[src/rtl/gobou_ctrl_net_pkg.sv]
// Shared gobou definitions: word/address widths and controller state encoding.
package gobou_ctrl_net_pkg;

  localparam int unsigned DWIDTH  = 16;
  localparam int unsigned NETSIZE = 12;

  typedef enum logic [1:0] {
    ST_IDLE  = 2'd0,
    ST_RUN   = 2'd1,
    ST_DRAIN = 2'd2,
    ST_DONE  = 2'd3
  } state_e;

endpackage

[src/rtl/gobou_ctrl_net_addr.sv]
// Layer address generator: walks word-in-neuron and neuron counters and
// produces the next memory address plus bias/last flags for that address.
// Ports:
//   clk, rst               clock, async active-high reset
//   load_i                 latch cfg_* and restart the walk at cfg_base_i
//   issue_i                current next_addr_o was issued; advance
//   cfg_base_i/in_i/out_i  layer configuration
//   next_addr_o            address to issue next
//   bias_c_o, last_c_o     flags of next_addr_o (combinational)
module gobou_ctrl_net_addr
  import gobou_ctrl_net_pkg::*;
(
  input  logic               clk,
  input  logic               rst,
  input  logic               load_i,
  input  logic               issue_i,
  input  logic [NETSIZE-1:0] cfg_base_i,
  input  logic [NETSIZE-1:0] cfg_in_i,
  input  logic [NETSIZE-1:0] cfg_out_i,
  output logic [NETSIZE-1:0] next_addr_o,
  output logic               bias_c_o,
  output logic               last_c_o
);

  logic [NETSIZE-1:0] next_addr_q, next_addr_d;
  logic [NETSIZE-1:0] word_q, word_d;
  logic [NETSIZE-1:0] neuron_q, neuron_d;
  logic [NETSIZE-1:0] cfg_in_q, cfg_in_d;
  logic [NETSIZE-1:0] cfg_out_q, cfg_out_d;

  // Word index cfg_in is the bias slot; last neuron's bias ends the layer.
  assign bias_c_o = (word_q == cfg_in_q);
  assign last_c_o = bias_c_o && (neuron_q == (cfg_out_q - NETSIZE'(1)));

  // Counter advance; address wraps modulo 2^NETSIZE.
  always_comb begin
    next_addr_d = next_addr_q;
    word_d      = word_q;
    neuron_d    = neuron_q;
    cfg_in_d    = cfg_in_q;
    cfg_out_d   = cfg_out_q;
    if (load_i) begin
      next_addr_d = cfg_base_i;
      word_d      = '0;
      neuron_d    = '0;
      cfg_in_d    = cfg_in_i;
      cfg_out_d   = cfg_out_i;
    end else if (issue_i) begin
      next_addr_d = next_addr_q + NETSIZE'(1);
      if (bias_c_o) begin
        word_d   = '0;
        neuron_d = neuron_q + NETSIZE'(1);
      end else begin
        word_d   = word_q + NETSIZE'(1);
      end
    end
  end

  always_ff @(posedge clk or posedge rst) begin
    if (rst) begin
      next_addr_q <= '0;
      word_q      <= '0;
      neuron_q    <= '0;
      cfg_in_q    <= '0;
      cfg_out_q   <= '0;
    end else begin
      next_addr_q <= next_addr_d;
      word_q      <= word_d;
      neuron_q    <= neuron_d;
      cfg_in_q    <= cfg_in_d;
      cfg_out_q   <= cfg_out_d;
    end
  end

  assign next_addr_o = next_addr_q;

endmodule

[src/rtl/gobou_ctrl_net.sv]
// gobou network-weight memory sequencer/arbiter. In IDLE/DONE the host write
// port passes through to memory; on start one fully-connected layer is
// streamed to the datapath under valid/ready.
// Ports:
//   clk, rst                       clock, async active-high reset
//   start, cfg_base/in/out         layer request (sampled in IDLE)
//   busy, done                     RUN/DRAIN indicator, end-of-layer pulse
//   host_we/addr/wdata, host_ready host write port
//   mem_we, mem_addr, write_data   memory request (1-cycle read latency)
//   read_data                      memory read data
//   dp_valid/ready/data/bias/last  datapath beat stream
module gobou_ctrl_net
  import gobou_ctrl_net_pkg::*;
(
  input  logic               clk,
  input  logic               rst,
  input  logic               start,
  input  logic [NETSIZE-1:0] cfg_base,
  input  logic [NETSIZE-1:0] cfg_in,
  input  logic [NETSIZE-1:0] cfg_out,
  output logic               busy,
  output logic               done,
  input  logic               host_we,
  input  logic [NETSIZE-1:0] host_addr,
  input  logic [DWIDTH-1:0]  host_wdata,
  output logic               host_ready,
  output logic               mem_we,
  output logic [NETSIZE-1:0] mem_addr,
  output logic [DWIDTH-1:0]  write_data,
  input  logic [DWIDTH-1:0]  read_data,
  output logic               dp_valid,
  input  logic               dp_ready,
  output logic [DWIDTH-1:0]  dp_data,
  output logic               dp_bias,
  output logic               dp_last
);

  state_e             state_q, state_d;
  logic               busy_q, busy_d;
  logic               done_q, done_d;
  logic               host_ready_q, host_ready_d;
  logic               dp_valid_q, dp_valid_d;
  logic               dp_bias_q, dp_bias_d;
  logic               dp_last_q, dp_last_d;
  logic [NETSIZE-1:0] beat_addr_q, beat_addr_d;

  logic               stall_c, xfer_c, issue_c, load_c;
  logic [NETSIZE-1:0] next_addr_c;
  logic               bias_c, last_c;

  assign stall_c = dp_valid_q & ~dp_ready;
  assign xfer_c  = dp_valid_q & dp_ready;
  assign issue_c = (state_q == ST_RUN) & ~stall_c;
  assign load_c  = (state_q == ST_IDLE) & start & (cfg_out != '0);

  gobou_ctrl_net_addr u_addr (
    .clk         (clk),
    .rst         (rst),
    .load_i      (load_c),
    .issue_i     (issue_c),
    .cfg_base_i  (cfg_base),
    .cfg_in_i    (cfg_in),
    .cfg_out_i   (cfg_out),
    .next_addr_o (next_addr_c),
    .bias_c_o    (bias_c),
    .last_c_o    (last_c)
  );

  // Next state, registered status flags and beat register.
  always_comb begin
    state_d      = state_q;
    beat_addr_d  = beat_addr_q;
    dp_bias_d    = dp_bias_q;
    dp_last_d    = dp_last_q;
    dp_valid_d   = dp_valid_q;

    unique case (state_q)
      ST_IDLE:  if (start) state_d = (cfg_out == '0) ? ST_DONE : ST_RUN;
      ST_RUN:   if (issue_c && last_c) state_d = ST_DRAIN;
      ST_DRAIN: if (xfer_c && dp_last_q) state_d = ST_DONE;
      ST_DONE:  state_d = ST_IDLE;
      default:  state_d = ST_IDLE;
    endcase

    // An unstalled RUN cycle always issues, so a transfer either coincides
    // with the next issue or retires the final beat.
    if (issue_c) begin
      beat_addr_d = next_addr_c;
      dp_bias_d   = bias_c;
      dp_last_d   = last_c;
      dp_valid_d  = 1'b1;
    end else if (xfer_c) begin
      dp_valid_d  = 1'b0;
    end

    busy_d       = (state_d == ST_RUN) || (state_d == ST_DRAIN);
    done_d       = (state_d == ST_DONE);
    host_ready_d = (state_d == ST_IDLE) || (state_d == ST_DONE);
  end

  always_ff @(posedge clk or posedge rst) begin
    if (rst) begin
      state_q      <= ST_IDLE;
      busy_q       <= 1'b0;
      done_q       <= 1'b0;
      host_ready_q <= 1'b1;
      dp_valid_q   <= 1'b0;
      dp_bias_q    <= 1'b0;
      dp_last_q    <= 1'b0;
      beat_addr_q  <= '0;
    end else begin
      state_q      <= state_d;
      busy_q       <= busy_d;
      done_q       <= done_d;
      host_ready_q <= host_ready_d;
      dp_valid_q   <= dp_valid_d;
      dp_bias_q    <= dp_bias_d;
      dp_last_q    <= dp_last_d;
      beat_addr_q  <= beat_addr_d;
    end
  end

  // Re-presenting the stalled beat's address keeps read_data stable.
  assign mem_we     = host_we & host_ready_q;
  assign mem_addr   = host_ready_q ? host_addr :
                      (stall_c ? beat_addr_q : next_addr_c);
  assign write_data = host_wdata;

  assign busy       = busy_q;
  assign done       = done_q;
  assign host_ready = host_ready_q;
  assign dp_valid   = dp_valid_q;
  assign dp_bias    = dp_bias_q;
  assign dp_last    = dp_last_q;
  assign dp_data    = read_data;

endmodule

[config.mk]
export PLATFORM = sky130hd
export DESIGN_NAME = gobou_ctrl_net
export DESIGN_NICKNAME = d
export VERILOG_FILES = /design/src/rtl/gobou_ctrl_net_pkg.sv /design/src/rtl/gobou_ctrl_net_addr.sv /design/src/rtl/gobou_ctrl_net.sv
export SDC_FILE = /design/constraint.sdc
export NUM_CORES = 1
export LEC_CHECK = 0
export ABC_AREA = 1
export CORE_UTILIZATION = 33
export CTS_CLUSTER_DIAMETER = 40
export DETAILED_ROUTE_END_ITERATION = 16
export PLACE_DENSITY = 0.62
export SYNTH_ARGS = -nofsm -noshare
export SYNTH_HDL_FRONTEND = slang
export SYNTH_HIERARCHICAL = 1
export SYNTH_SLANG_ARGS = --single-unit
[constraint.sdc]
create_clock -name clk -period 3.37 [get_ports clk]
set_input_delay 0.8425 -clock clk [delete_from_list [all_inputs] [get_ports clk]]
set_output_delay 0.8425 -clock clk [all_outputs]
set_load 0.01 [all_outputs]
==> results of run 1 <==
-- synthesized netlist by cell type --
library cell | number | area share (%)
nor2_2 | 8 | 1.0
buf_12 | 1 | 0.41
nor3_1 | 7 | 0.72
nand4_1 | 15 | 1.9
buf_4 | 32 | 4.9
a22oi_1 | 2 | 0.31
nor3_2 | 2 | 0.41
dfrtp_1 | 79 | 41
xnor2_1 | 16 | 2.9
xor2_1 | 17 | 3.1
o21ai_0 | 30 | 3.1
o21ai_4 | 1 | 0.33
o221ai_1 | 1 | 0.18
ha_1 | 5 | 1.3
nand2_2 | 1 | 0.13
dfstp_2 | 1 | 0.54
and2_0 | 1 | 0.13
o21ai_2 | 12 | 2.2
buf_8 | 1 | 0.31
o21ai_1 | 19 | 2.0
inv_1 | 61 | 4.7
a21oi_1 | 11 | 1.1
nand3_4 | 1 | 0.36
a31o_2 | 1 | 0.18
nor2_1 | 59 | 4.6
nand2_4 | 2 | 0.46
o211ai_1 | 3 | 0.46
nand3_1 | 28 | 2.9
buf_6 | 3 | 0.70
nand2_1 | 201 | 16
o31ai_1 | 1 | 0.15
buf_2 | 4 | 0.41
a21o_1 | 1 | 0.15
inv_2 | 5 | 0.39
nand3b_1 | 1 | 0.15
nor2_4 | 3 | 0.70
clkbuf_1 | 7 | 0.54
-- sequential cells by signal (all words and copies together), names as in the netlist --
name	count
u_addr/neuron_q	12
dp_last	1
dp_valid	1
busy	1
u_addr/word_q	12
done	1
beat_addr_q	12
state_q	2
host_ready	1
u_addr/cfg_out_q	12
u_addr/cfg_in_q	12
dp_bias	1
u_addr/next_addr_o	12
-- through the flow --
| stage | instance area [um^2] | worst slack [ns] | util, % | power, mW |
|---|---|---|---|---|
| floorplan | 4860 | 1.04 | - | 1.03 |
| global placement | 5500 | 0.156 | 39.0 | 1.07 |
| detailed placement | 5500 | 0.0787 | 39.0 | 1.07 |
| CTS | 5830 | 0.0693 | 41.3 | 2.14 |
| global route | 5840 | 0.0541 | 41.4 | 2.19 |
| finish | 5840 | 0.157 | 41.4 | 2.11 |
-- logic make-up (layout without fill, tap and decap cells) --
family,after synthesis,in the layout
compound gates,82,82
xor+xnor,33,33
fa+ha+maj,5,5
buf+inv,114,158
flops,80,80
simple gates,329,329
-- routing by layer --
layer	track usage [%]	up-vias	share of wire, %
li1	-	2086	-
met1	20.4	1825	48
met2	24.5	111	45
met3	3.37	14	6.4
met4	4.59	0	1.2
met5	0	-	0
-- path summary, 6_finish.rpt --
check	startpoint	end	slack, ns	depth (start not counted)
worst max-delay path	dp_ready	mem_addr[3]	0.16	7
worst min-delay path	beat_addr_q[11]	beat_addr_q[11]	0.48	2
worst max register to register	u_addr/cfg_out_q[0]	busy	0.74	14
worst min register to register	beat_addr_q[11]	beat_addr_q[11]	0.48	2
max in group asynchronous	rst	beat_addr_q[7]	1.89	2
min in group asynchronous	rst	u_addr/neuron_q[3]	0.94	3
-- tightest hold or removal path, cell delays in order (launching register included) --
cell and delay, ns:
dfrtp_1 0.33, nand2_1 0.06, o21ai_2 0.05
-- layout make-up --
type | count | area (um^2) | area share, %
clock buffer | 13 | 260 | 4.46
clock inverter | 3 | 65.1 | 1.11
inverter | 66 | 248 | 4.24
multi-input combinational | 449 | 2270 | 38.9
sequential | 80 | 2000 | 34.3
tap | 180 | 225 | 3.86
timing repair buffer | 76 | 766 | 13.1
-- where the power goes --
group          total [mW]  switching (mW)  internal (mW)
clock network        1.06           0.367          0.688
registers           0.961               0          0.961
logic              0.0898          0.0334         0.0564
total                2.11           0.400           1.71
==> impl_metrics.env, run 1 <==
export IMPL_yosys_area_share_adder_pct=1.29
export IMPL_ctsResizeCount=0
export IMPL_root_buffer="clkbuf_16"
export IMPL_synth_cell_area_um2=4860
export IMPL_dieArea_um2=15200
export IMPL_hold_buffers=0
export IMPL_cts_clk_slew_worst_paths_ns=0.05
export IMPL_leakage_nw=2.84
export IMPL_synth_cells=643
export IMPL_cpPeakStageDelay_ns=0.56
export IMPL_rsz0062_at_grt="no"
export IMPL_grt_pass1_vias=3854
export IMPL_endpoint_kind="primary output"
export IMPL_cp_arrival_ns=2.37
export IMPL_hold_ws_ns=0.477
export IMPL_irDropWorstVdd_v=0.000207
export IMPL_crit_top_cell="clkdlybuf4s50_1"
export IMPL_maxCapViolCount=0
export IMPL_numPortBuffers=71
export IMPL_area_growth_pct=20.2
export IMPL_place_hpwl_um=7790
export IMPL_htree_num_levels=3
export IMPL_power_density_nw_per_um2=361
export IMPL_ant_nets=0
export IMPL_routedWlPerCell_um=12.3
export IMPL_io_pins=136
export IMPL_final_cells=867
export IMPL_synth_simple_gate_area_share_pct=29.0
export IMPL_die_w_um=123
export IMPL_worstSetupStartpointType="input pin"
export IMPL_grt_use_total_pct=15.2
export IMPL_synth_compound_area_share_pct=10.1
export IMPL_num_antenna_cells=0
export IMPL_synthMuxAreaShare_pct=0
export IMPL_final_nets=772
export IMPL_tritoncts_num_buffers=9
export IMPL_clk_latency_ns=0.33
export IMPL_drc_errors=0
export IMPL_hold_class="reg2reg"
export IMPL_cts_sinks=80
export IMPL_drtIter0Drc=308
export IMPL_start_util_pct=34.5
export IMPL_avgSynthCellArea_um2=7.56
export IMPL_routabilityCongestion=0.861
export IMPL_cpLargestDelayFamily="buffers and inverters"
export IMPL_cts_setup_buffers=0
export IMPL_setup_viol=0
export IMPL_critPathSlowestCell="clkdlybuf4s50_1"
export IMPL_grt_max_degree=61
export IMPL_nFillCells=1409
export IMPL_required_ns=2.53
export IMPL_rows=43
export IMPL_core_um2=14100
export IMPL_yosysWarnings=6
export IMPL_synth_top_family_by_area="simple AND/OR/NAND/NOR gates"
export IMPL_drive_gt1_share_pct=8.59
export IMPL_fin_crit_ns=3.21
export IMPL_tns_ns=0
export IMPL_syn_num_nets=733
export IMPL_critPathBufInv=3
export IMPL_final_cell_mix="nand2_1 (201), dfrtp_1 (79), clkdlybuf4s50_1 (69), inv_1 (59), nor2_1 (59)"
export IMPL_num_vias=4036
export IMPL_grt_first_pass_wirelength_um=18000
export IMPL_ys_seq_elements=80
export IMPL_cts_tree="built"
export IMPL_dr_pass1_iters=4
export IMPL_final_common_cell="nand2_1"
export IMPL_fin_skew_ns=0.00689
export IMPL_synth_distinct_cells=37
export IMPL_hold_viol=0
export IMPL_die_h_um=123
export IMPL_grt_antenna_before_repair=0
export IMPL_dp_cells=851
export IMPL_postRouteWirelength_um=10600
export IMPL_grt_ovfl_total=0
export IMPL_slew_violations=0
export IMPL_cp_max_fo=27
export IMPL_fin_crit_sh_pct=95.3
export IMPL_synth_yosys_seq_area_share_pct=41.2
export IMPL_slew_limit_headroom_pct=49.9
export IMPL_path_cells="clkdlybuf4s50_1 -> inv_2 -> nand2_8 -> nand2_1 -> o21ai_1 -> o21ai_0 -> clkdlybuf4s50_1"
export IMPL_tightest_slew_ns=0.751
export IMPL_viasPerCell=4.66
export IMPL_critPathKind="in2out"
export IMPL_clockBufferDepth=2
export IMPL_status="complete, no violations"
export IMPL_synthXorXnorAreaFrac_pct=5.95
export IMPL_clock_fmax_mhz=311
Power figures use the tool's default switching activity.
==> inputs of run 2 (changes only) <==
Settings changed: SLEW_MARGIN set to 20.
==> results of run 2 <==
Final layout, timing and power as in run 1 (identical DEF).
==> inputs of run 3 (changes only) <==
Settings changed: PLACE_DENSITY 0.62 to 0.59.
==> run 3 against run 2 <==
Effect of this change:
- cell count rose by 0.12%
- setup slack got worse by 0.050 ns
- sequential share of layout area rose by 0.11 points
- maximum frequency fell by 1.5%
- combinational power fell by 1%
- power fell by 3.8%
- critical path type unchanged
- global-route usage rose by 0.098 points
- sequential cell count did not move
- largest power group unchanged
- sequential power barely moved
- register-to-register slack improved by 0.04 ns
==> impl_metrics.env, run 3 (same netlist as run 1, synthesis figures left out) <==
export IMPL_tightest_slew_ns=0.750
export IMPL_power_frac_comb_pct=4.4
export IMPL_num_vias=4034
export IMPL_post_dp_cell_area_um2=5510
export IMPL_dp_cells=852
export IMPL_hold_class="reg2reg"
export IMPL_irDropWorstVdd_v=0.000229
export IMPL_required_ns=2.53
export IMPL_io_pins=136
export IMPL_slew_limit_headroom_pct=50.0
export IMPL_maxCapViolCount=0
export IMPL_root_buffer="clkbuf_16"
export IMPL_cpLargestDelayFamily="buffers and inverters"
export IMPL_grt_use_total_pct=15.3
export IMPL_cp_arrival_ns=2.42
export IMPL_endpoint_kind="primary output"
export IMPL_nFillCells=1466
export IMPL_viasPerCell=4.65
export IMPL_pre_cts_slack_ns=0.0934
export IMPL_grt_antenna_before_repair=0
export IMPL_hold_viol=0
export IMPL_cpPeakStageDelay_ns=0.56
export IMPL_grt_first_pass_wirelength_um=18200
export IMPL_htree_num_levels=3
export IMPL_ff2ff_path_depth=12
export IMPL_num_antenna_cells=0
export IMPL_setup_viol=0
export IMPL_cts_setup_buffers=0
export IMPL_clkPwrFrac_pct=48.2
export IMPL_fin_skew_ns=0.00710
export IMPL_fin_crit_sh_pct=96.8
export IMPL_cp_startpoint="dp_ready"
export IMPL_clock_fmax_mhz=306
export IMPL_worstSetupStartpointType="input pin"
export IMPL_final_cells=868
export IMPL_path_cells="clkdlybuf4s50_1 -> inv_1 -> nand2_8 -> nand2_1 -> o21ai_1 -> o21ai_0 -> clkdlybuf4s50_1"
export IMPL_rows=43
export IMPL_tns_ns=0
export IMPL_r2r_start="u_addr/cfg_out_q[0]"
export IMPL_routedWlPerCell_um=12.5
export IMPL_grt_pass1_vias=3939
export IMPL_clk_latency_ns=0.33
export IMPL_place_hpwl_um=8140
export IMPL_cts_sinks=80
export IMPL_grt_ovfl_total=0
export IMPL_core_um2=14100
export IMPL_final_common_cell="nand2_1"
export IMPL_postRouteWirelength_um=10800
export IMPL_tritoncts_num_buffers=9
export IMPL_final_nets=773
export IMPL_fin_crit_ns=3.26
export IMPL_power_frac_seq_pct=47.4
export IMPL_die_h_um=123
export IMPL_drtIter0Drc=181
export IMPL_min_path_cells=2
export IMPL_critPathSlowestCell="clkdlybuf4s50_1"
export IMPL_crit_top_cell="clkdlybuf4s50_1"
export IMPL_clockBufferDepth=2
export IMPL_power_density_nw_per_um2=348
export IMPL_design_area_um2=5820
export IMPL_cp_max_fo=27
export IMPL_setup_slack_ns=0.107
export IMPL_numPortBuffers=71
export IMPL_leakage_nw=2.84
export IMPL_p_switching_mw=0.411
export IMPL_slew_violations=0
export IMPL_grt_max_degree=44
export IMPL_ant_nets=0
export IMPL_drc_errors=0
export IMPL_swShare_pct=20.3
export IMPL_critPathKind="in2out"
export IMPL_start_util_pct=34.5
export IMPL_p_int_mw=1.61
export IMPL_routabilityCongestion=0.848
export IMPL_status="complete, no violations"
export IMPL_power_mw=2.03
export IMPL_final_cell_mix="nand2_1 (201), dfrtp_1 (79), clkdlybuf4s50_1 (69), inv_1 (60), nor2_1 (59)"
export IMPL_rsz0062_at_grt="no"
export IMPL_worstHoldStart="beat_addr_q[11]"
export IMPL_cts_tree="built"
export IMPL_die_w_um=123
export IMPL_critPathBufInv=3
export IMPL_dieArea_um2=15200
export IMPL_area_growth_pct=19.8
export IMPL_cts_clk_slew_worst_paths_ns=0.06
export IMPL_drive_gt1_share_pct=8.58
export IMPL_dr_pass1_iters=4
export IMPL_path_depth=7
-- run 3: changes by cell type in the layout (fill, tap and decap cells not counted) --
| cell | delta |
|---|---|
| clkbuf_8 | -1 |
| bufinv_16 | -1 |
| clkinv_4 | +1 |
| buf_4 | +1 |
| inv_2 | -1 |
| inv_6 | +1 |
| inv_1 | +1 |
-- run 3: cell type report --
class / instances / area, um^2 / share of cell area [%]
Clock inverter: 4 / 52.6 / 0.903
Sequential cell: 80 / 2000 / 34.4
Timing Repair Buffer: 77 / 773 / 13.3
Tap cell: 180 / 225 / 3.87
Clock buffer: 12 / 246 / 4.23
Inverter: 66 / 248 / 4.26
Multi-Input combinational cell: 449 / 2270 / 39.0
-- run 3: worst paths after layout --
| check | endpoint | slack (ns) |
|---|---|---|
| worst min-delay path | beat_addr_q[11] | 0.47 |
| worst min register to register | beat_addr_q[11] | 0.47 |
| min in group asynchronous | u_addr/next_addr_o[2] | 0.96 |
| worst max-delay path | mem_addr[3] | 0.11 |
| worst max register to register | busy | 0.78 |
| max in group asynchronous | u_addr/neuron_q[10] | 1.81 |
-- run 3: tightest hold or removal path: cells and delay by family (launching register included) --
kind	cells	cell delay (ns)
flops	1	0.33
compound gates	1	0.05
simple gates	1	0.06
-- run 3: routing by layer --
metal  up-vias  global-route usage [%]  share of wire, %
met2       119                    25.5                44
met4         0                    6.40               1.6
met5         -                       0                 0
li1       2092                       -                 -
met1      1809                    20.1                48
met3        14                    1.98               6.0
-- run 3: through the flow --
stage               utilization, %  hold WS (ns)
floorplan                        -         0.450
global placement              39.1         0.473
detailed placement            39.1         0.463
CTS                           41.2         0.478
global route                  41.3         0.516
finish                        41.3         0.473
-- run 3: power by group through the flow --
stage / Combinational, mW / Sequential [mW] / Clock (mW)
finish: 0.0887 / 0.961 / 0.976
global placement: 0.0894 / 0.978 / 0
floorplan: 0.0559 / 0.978 / 0
global route: 0.0973 / 0.960 / 1.04
detailed placement: 0.0901 / 0.978 / 0
CTS: 0.0907 / 0.960 / 1.00
-- run 3: what timing repair did --
| item | in CTS | in global routing |
|---|---|---|
| hold buffers | 0 | 0 |
| hold endpoints to repair | 0 | 0 |
| setup endpoints to repair | 0 | 4 |
| resized for setup | 0 | 3 |
